--- config.mk ---
export PLATFORM = sky130hd
export DESIGN_NAME = quad_decoder
export DESIGN_NICKNAME = d
export VERILOG_FILES = /design/src/rtl/quad_decoder.sv
export SDC_FILE = /design/constraint.sdc
export NUM_CORES = 1
export LEC_CHECK = 0
export ABC_AREA = 0
export CAP_MARGIN = 20
export CORE_UTILIZATION = 44
export CTS_BUF_LIST = sky130_fd_sc_hd__clkbuf_2 sky130_fd_sc_hd__clkbuf_4 sky130_fd_sc_hd__clkbuf_8
export DETAILED_ROUTE_END_ITERATION = 12
export GPL_TIMING_DRIVEN = 1
export HOLD_SLACK_MARGIN = 0.06
export PLACE_DENSITY_LB_ADDON = 0.15
export SETUP_SLACK_MARGIN = 0.3
export SKIP_CTS_REPAIR_TIMING = 1
export SLEW_MARGIN = 20
export SYNTH_ARGS = -nofsm -noshare
export SYNTH_HDL_FRONTEND = slang
export SYNTH_SLANG_ARGS = --single-unit
--- constraint.sdc ---
create_clock -name sys_clk -period 5.97 [get_ports sys_clk]
set_input_delay 1.791 -clock sys_clk [delete_from_list [all_inputs] [get_ports sys_clk]]
set_output_delay 1.791 -clock sys_clk [all_outputs]
set_load 0.02 [all_outputs]
--- src/rtl/quad_decoder.sv ---
// Quadrature encoder front-end: 2-FF synchroniser, per-phase glitch filter, 1x/2x/4x decode,
// signed position, direction and error count. Optional step-period measurement: QUAD_DECODER_PERIOD_EN.
module quad_decoder #(
  parameter int unsigned FILTER_LEN = 8
) (
  input  logic        sys_clk,
  input  logic        rst_n,
  input  logic        enc_a,
  input  logic        enc_b,
  input  logic [1:0]  mode,
  input  logic        clear_pos,
  output logic        out_signal,
  output logic        out_dir,
  output logic [31:0] position,
  output logic [15:0] err_count,
  output logic [31:0] period,
  output logic        period_valid
);

  localparam logic [7:0] FLT_LEN = 8'(FILTER_LEN);

  typedef enum logic {
    ST_INIT = 1'b0,
    ST_RUN  = 1'b1
  } state_e;

  state_e      state_q, state_d;
  logic [1:0]  init_cnt_q, init_cnt_d;
  logic        a_meta_q, a_s_q, b_meta_q, b_s_q;
  logic        a_f_q, a_f_d, b_f_q, b_f_d;
  logic [7:0]  a_cnt_q, a_cnt_d, b_cnt_q, b_cnt_d;
  logic [1:0]  prev_q, prev_d;
  logic        out_signal_q, out_signal_d;
  logic        out_dir_q, out_dir_d;
  logic [31:0] position_q, position_d;
  logic [15:0] err_q, err_d;

  logic [8:0]  a_filt_s, b_filt_s;
  logic [1:0]  cur_s, chg_s;
  logic        step_s, fwd_s, count_s;

  // Filter next state {level, counter}: count while the synchronised level differs from the
  // accepted level; accept once the counter has reached the configured length.
  function automatic logic [8:0] filt_next(input logic s, input logic f, input logic [7:0] cnt,
                                           input logic [7:0] len);
    logic [8:0] r;
    r = {f, 8'd0};
    if (s != f) begin
      if (cnt == len) begin
        r = {s, 8'd0};
      end else begin
        r = {f, cnt + 8'd1};
      end
    end else begin
      r = {f, 8'd0};
    end
    return r;
  endfunction

  // Position of a phase pair along the forward sequence 00->10->11->01.
  function automatic logic [1:0] gray_idx(input logic [1:0] ab);
    logic [1:0] r;
    case (ab)
      2'b00:   r = 2'd0;
      2'b10:   r = 2'd1;
      2'b11:   r = 2'd2;
      default: r = 2'd3;
    endcase
    return r;
  endfunction

  assign a_filt_s = filt_next(a_s_q, a_f_q, a_cnt_q, FLT_LEN);
  assign b_filt_s = filt_next(b_s_q, b_f_q, b_cnt_q, FLT_LEN);
  assign cur_s    = {a_f_q, b_f_q};
  assign chg_s    = cur_s ^ prev_q;

  // Next-state logic: INIT/RUN sequencing, filtering and step decode.
  always_comb begin
    state_d      = state_q;
    init_cnt_d   = init_cnt_q;
    a_f_d        = a_f_q;
    b_f_d        = b_f_q;
    a_cnt_d      = a_cnt_q;
    b_cnt_d      = b_cnt_q;
    prev_d       = prev_q;
    out_signal_d = 1'b0;
    out_dir_d    = out_dir_q;
    err_d        = err_q;
    step_s       = 1'b0;
    fwd_s        = 1'b0;
    count_s      = 1'b0;
    case (state_q)
      ST_INIT: begin
        a_cnt_d = 8'd0;
        b_cnt_d = 8'd0;
        if (init_cnt_q == 2'd2) begin
          // Seed the filters and history from the settled inputs so nothing is decoded on entry.
          state_d = ST_RUN;
          a_f_d   = a_s_q;
          b_f_d   = b_s_q;
          prev_d  = {a_s_q, b_s_q};
        end else begin
          init_cnt_d = init_cnt_q + 2'd1;
        end
      end
      ST_RUN: begin
        a_f_d   = a_filt_s[8];
        a_cnt_d = a_filt_s[7:0];
        b_f_d   = b_filt_s[8];
        b_cnt_d = b_filt_s[7:0];
        prev_d  = cur_s;
        if (chg_s == 2'b11) begin
          if (err_q != 16'hFFFF) begin
            err_d = err_q + 16'd1;
          end else begin
            err_d = err_q;
          end
        end else if (chg_s != 2'b00) begin
          case (mode)
            2'd0: begin
              count_s = chg_s[1] & cur_s[1];
              fwd_s   = ~cur_s[0];
            end
            2'd1: begin
              count_s = chg_s[1];
              fwd_s   = cur_s[1] ^ cur_s[0];
            end
            default: begin
              count_s = 1'b1;
              fwd_s   = ((gray_idx(cur_s) - gray_idx(prev_q)) == 2'd1);
            end
          endcase
          if (count_s) begin
            step_s       = 1'b1;
            out_dir_d    = fwd_s;
            out_signal_d = fwd_s;
          end else begin
            step_s = 1'b0;
          end
        end else begin
          step_s = 1'b0;
        end
      end
      default: begin
        state_d = ST_INIT;
      end
    endcase
  end

  // Position: clear wins over a same-cycle step; arithmetic wraps at 32 bits.
  always_comb begin
    position_d = position_q;
    if (clear_pos) begin
      position_d = 32'd0;
    end else if (step_s) begin
      if (fwd_s) begin
        position_d = position_q + 32'd1;
      end else begin
        position_d = position_q - 32'd1;
      end
    end else begin
      position_d = position_q;
    end
  end

  // Synchroniser, filter, FSM and decode registers.
  always_ff @(posedge sys_clk or negedge rst_n) begin
    if (!rst_n) begin
      a_meta_q     <= 1'b0;
      a_s_q        <= 1'b0;
      b_meta_q     <= 1'b0;
      b_s_q        <= 1'b0;
      state_q      <= ST_INIT;
      init_cnt_q   <= 2'd0;
      a_f_q        <= 1'b0;
      b_f_q        <= 1'b0;
      a_cnt_q      <= 8'd0;
      b_cnt_q      <= 8'd0;
      prev_q       <= 2'b00;
      out_signal_q <= 1'b0;
      out_dir_q    <= 1'b1;
      position_q   <= 32'd0;
      err_q        <= 16'd0;
    end else begin
      a_meta_q     <= enc_a;
      a_s_q        <= a_meta_q;
      b_meta_q     <= enc_b;
      b_s_q        <= b_meta_q;
      state_q      <= state_d;
      init_cnt_q   <= init_cnt_d;
      a_f_q        <= a_f_d;
      b_f_q        <= b_f_d;
      a_cnt_q      <= a_cnt_d;
      b_cnt_q      <= b_cnt_d;
      prev_q       <= prev_d;
      out_signal_q <= out_signal_d;
      out_dir_q    <= out_dir_d;
      position_q   <= position_d;
      err_q        <= err_d;
    end
  end

  assign out_signal = out_signal_q;
  assign out_dir    = out_dir_q;
  assign position   = position_q;
  assign err_count  = err_q;

`ifdef QUAD_DECODER_PERIOD_EN
  localparam logic [31:0] CNT_MAX = 32'hFFFF_FFFF;

  logic [31:0] interval_q, interval_d;
  logic [31:0] period_q, period_d;
  logic        valid_q, valid_d;
  logic        seen_q, seen_d;

  // Interval between counted steps; a saturated counter reports a stalled belt.
  always_comb begin
    interval_d = interval_q;
    period_d   = period_q;
    valid_d    = valid_q;
    seen_d     = seen_q;
    if (step_s) begin
      if (interval_q == CNT_MAX) begin
        period_d = CNT_MAX;
      end else begin
        period_d = interval_q + 32'd1;
      end
      interval_d = 32'd0;
      seen_d     = 1'b1;
      valid_d    = valid_q | seen_q;
    end else if (interval_q == CNT_MAX) begin
      period_d = CNT_MAX;
    end else begin
      interval_d = interval_q + 32'd1;
    end
  end

  // Period measurement registers.
  always_ff @(posedge sys_clk or negedge rst_n) begin
    if (!rst_n) begin
      interval_q <= 32'd0;
      period_q   <= 32'd0;
      valid_q    <= 1'b0;
      seen_q     <= 1'b0;
    end else begin
      interval_q <= interval_d;
      period_q   <= period_d;
      valid_q    <= valid_d;
      seen_q     <= seen_d;
    end
  end

  assign period       = period_q;
  assign period_valid = valid_q;
`else
  assign period       = 32'd0;
  assign period_valid = 1'b0;
`endif

endmodule

==> impl_metrics.env <==
export IMPL_synth_area_leaders="dfrtp_1 35%, ha_1 11%, a21oi_1 5.8%"
export IMPL_post_route_period_util_pct=87.9
export IMPL_syn_to_final_growth_pct=15.5
export IMPL_grt_use_met1_pct=25.7
export IMPL_yosysTopAreaCellShare_pct=35.4
export IMPL_dpl_worst_slack_ns=0.397
export IMPL_cp_start_kind="primary input"
export IMPL_synth_edf_count=0
export IMPL_worstPathMaxFanout=21
export IMPL_num_vias=4322
export IMPL_cts_tree="yes"
export IMPL_gr_usage_met3_pct=4.75
export IMPL_cp_data_required_time_ns=6.27
export IMPL_synth_main_ff_cell="dfrtp_1"
export IMPL_portBuffers=56
export IMPL_synth_most_common_cell="dfrtp_1"
export IMPL_synth_ff_latch_count=77
export IMPL_synthArstFlopShare_pct=100
export IMPL_hold_depth=0
export IMPL_die_x_um=113
export IMPL_cp_num_buf_inv=3
export IMPL_path_cells="clkdlybuf4s50_1 > mux2i_1 > nor2_1 > nor3_1 > inv_1 > buf_4 > ha_1 > a21o_1 > a31oi_1 > a211o_1 > nor2_1 > a21o_1 > a311oi_2 > o2111ai_1 > a21o_1 > a21oi_1"
export IMPL_max_cap_violations=0
export IMPL_min_to="b_s_q"
export IMPL_rsz0062_at_grt="false"
export IMPL_clockBufferDepth=2
export IMPL_use_met2_pct=32.2
export IMPL_nNetsFinal=706
export IMPL_r2r_start="a_f_q"
export IMPL_wl_um=11800
export IMPL_drive_gt1_share_pct=6.12
export IMPL_avgViaCountPerCell=5.40
export IMPL_fin_ws_ns=0.720
export IMPL_syn_inst=596
export IMPL_htreeDepth=3
export IMPL_placed_area_um2=5990
export IMPL_fin_setup_tns_ns=0
export IMPL_grt_pass1_wl_um=20100
export IMPL_hold_viol_final=0
export IMPL_grt_max_degree=78
export IMPL_grt_overflow=0
export IMPL_worst_path_max_delay_cell="clkdlybuf4s50_1"
export IMPL_root_buffer="clkbuf_8"
export IMPL_antenna_found_initial=0
export IMPL_fin_skew_ns=0.0128
export IMPL_dr_pass1_iters=6
export IMPL_yosysWarnings=0
export IMPL_cts_num_sinks=77
export IMPL_setup_violations=0
export IMPL_routabilityCongestion=0.894
export IMPL_postRouteAntennaNets=0
export IMPL_max_freq_ghz=0.190
export IMPL_syn_area_um2=5380
export IMPL_start_util_pct=44.9
export IMPL_wl_per_cell_um=14.7
export IMPL_nFillCells=1132
export IMPL_ff2ff_path_depth=18
export IMPL_finalInstanceArea_um2=6210
export IMPL_synthTopCellsByCount="76 x dfrtp_1, 74 x nand2_1, 62 x a21oi_1"
export IMPL_rows=40
export IMPL_grt_pass1_vias=4143
export IMPL_die_y_um=113
export IMPL_die_area_um2=12700
export IMPL_fin_crit_ns=5.25
export IMPL_cp_top_family="compound AO/OA/AOI/OAI gates"
export IMPL_grtUsageTotal_pct=19.8
export IMPL_reg2reg_slack_ns=1.50
export IMPL_first_iter_violations=245
export IMPL_cp_common_cell="a21o_1"
export IMPL_final_max_slew_viol_count=0
export IMPL_min_delay_start="b_meta_q"
export IMPL_rr_endpoint="position[31]"
export IMPL_yosys_cell_types_count=60
export IMPL_arrival_ns=5.55
export IMPL_max_slew_worst_pin_slew_ns=0.731
export IMPL_core_um2=12000
export IMPL_clock_latency_ns=0.38
export IMPL_ioPinCount=90
export IMPL_path_clk_slew_ns=0.09
export IMPL_hp_class="reg -> reg"
export IMPL_drc=0
export IMPL_cp_depth=16
export IMPL_status="finished, final reports clean"
export IMPL_cts_buffers=9
export IMPL_critPathCaptureType="register"
export IMPL_final_util_pct=51.9
export IMPL_max_slew_margin_pct=51.3
export IMPL_avgSynthCellArea_um2=9.02
export IMPL_yosysSeqAreaShare_pct=35.9
export IMPL_grt_busiest_layer="met2"
export IMPL_synth_area_leader_cell="dfrtp_1"
export IMPL_hpwlAfterDp_um=8440
export IMPL_crit_type="in -> reg"
export IMPL_crit_path_max_incr_delay_ns=0.51
export IMPL_antenna_cells=0
[per-stage QoR]
step	cells	hold slack, ns
detailed placement	785	0.337
CTS	801	0.358
global placement	785	0.334
global route	801	0.380
floorplan	628	0.331
finish	801	0.356
[flip-flops by register name, summed over array words and instances (netlist names)]
| signal | cells |
|---|---|
| a_cnt_q | 8 |
| a_f_q | 1 |
| a_meta_q | 1 |
| a_s_q | 1 |
| b_cnt_q | 8 |
| b_f_q | 1 |
| b_meta_q | 1 |
| b_s_q | 1 |
| err_count | 16 |
| init_cnt_q | 2 |
| out_dir | 1 |
| out_signal | 1 |
| position | 32 |
| prev_q | 2 |
| state_q | 1 |
[layout by cell type (no fill, tap or decap), drive strengths merged, types with 2 or more instances in the layout]
cell / synthesis / routed
o211ai: 4 / 4
dfrtp: 76 / 76
nand2: 74 / 74
a21oi: 63 / 63
nand4: 10 / 10
a31oi: 2 / 2
nor2b: 4 / 4
xor2: 27 / 27
o21a: 2 / 2
nand2b: 3 / 3
and2: 2 / 2
and3: 14 / 14
mux2i: 4 / 4
conb: 1 / 33
mux2: 2 / 2
clkbuf: 21 / 11
o22ai: 2 / 2
a21boi: 2 / 2
nand3: 20 / 20
or2: 4 / 4
clkdlybuf4s50: 0 / 55
nor2: 35 / 35
clkinv: 0 / 2
a211o: 4 / 4
buf: 33 / 9
nand4bb: 2 / 2
o21ai: 18 / 18
a21o: 20 / 20
and4: 3 / 3
o41ai: 2 / 2
xnor2: 33 / 33
a211oi: 5 / 5
nor3b: 3 / 3
ha: 49 / 49
nand3b: 3 / 3
inv: 19 / 21
a2111o: 2 / 2
nor3: 5 / 5
o21bai: 6 / 6
[worst max path at each step]
stage | slack, ns | startpoint | to
2_1_floorplan | 0.70 | mode[0] | position[24]
4_1_cts | 0.79 | mode[0] | position[31]
3_3_place_gp | 0.48 | mode[0] | position[24]
6_report | 0.72 | mode[0] | position[31]
3_5_place_dp | 0.40 | mode[0] | position[31]
5_1_grt | 0.47 | mode[0] | position[31]
[layout make-up]
class / count / area (µm²) / share of cell area [%]
Clock buffer: 11 / 151 / 2.44
Clock inverter: 5 / 65.1 / 1.05
Inverter: 19 / 71.3 / 1.15
Multi-Input combinational cell: 478 / 3190 / 51.3
Sequential cell: 77 / 1930 / 31.1
Tap cell: 147 / 184 / 2.96
Timing Repair Buffer: 64 / 622 / 10.0
[cell families (layout without fill, tap and decap cells)]
group | count (synthesis) | in the layout | share of synthesized area [%]
AO/OA/AOI/OAI | 144 | 144 | 17.4
XOR/XNOR | 60 | 60 | 9.78
adder cells (fa/ha/maj) | 50 | 50 | 11.8
buffers and inverters | 73 | 99 | 7.40
flip-flops | 77 | 77 | 35.9
multiplexers | 6 | 6 | 1.16
other | 1 | 33 | 0.0698
AND/OR/NAND/NOR | 185 | 185 | 16.6
[per-layer routing]
| layer | vias up | share of wire (%) |
|---|---|---|
| li1 | 2131 | - |
| met1 | 2091 | 47 |
| met2 | 89 | 47 |
| met3 | 11 | 3.7 |
| met4 | 0 | 1.4 |
| met5 | - | 0 |
Power is left out: the tool's default activity adds up to more than one toggle a clock period on the data nets, which glitch-free logic cannot reach.
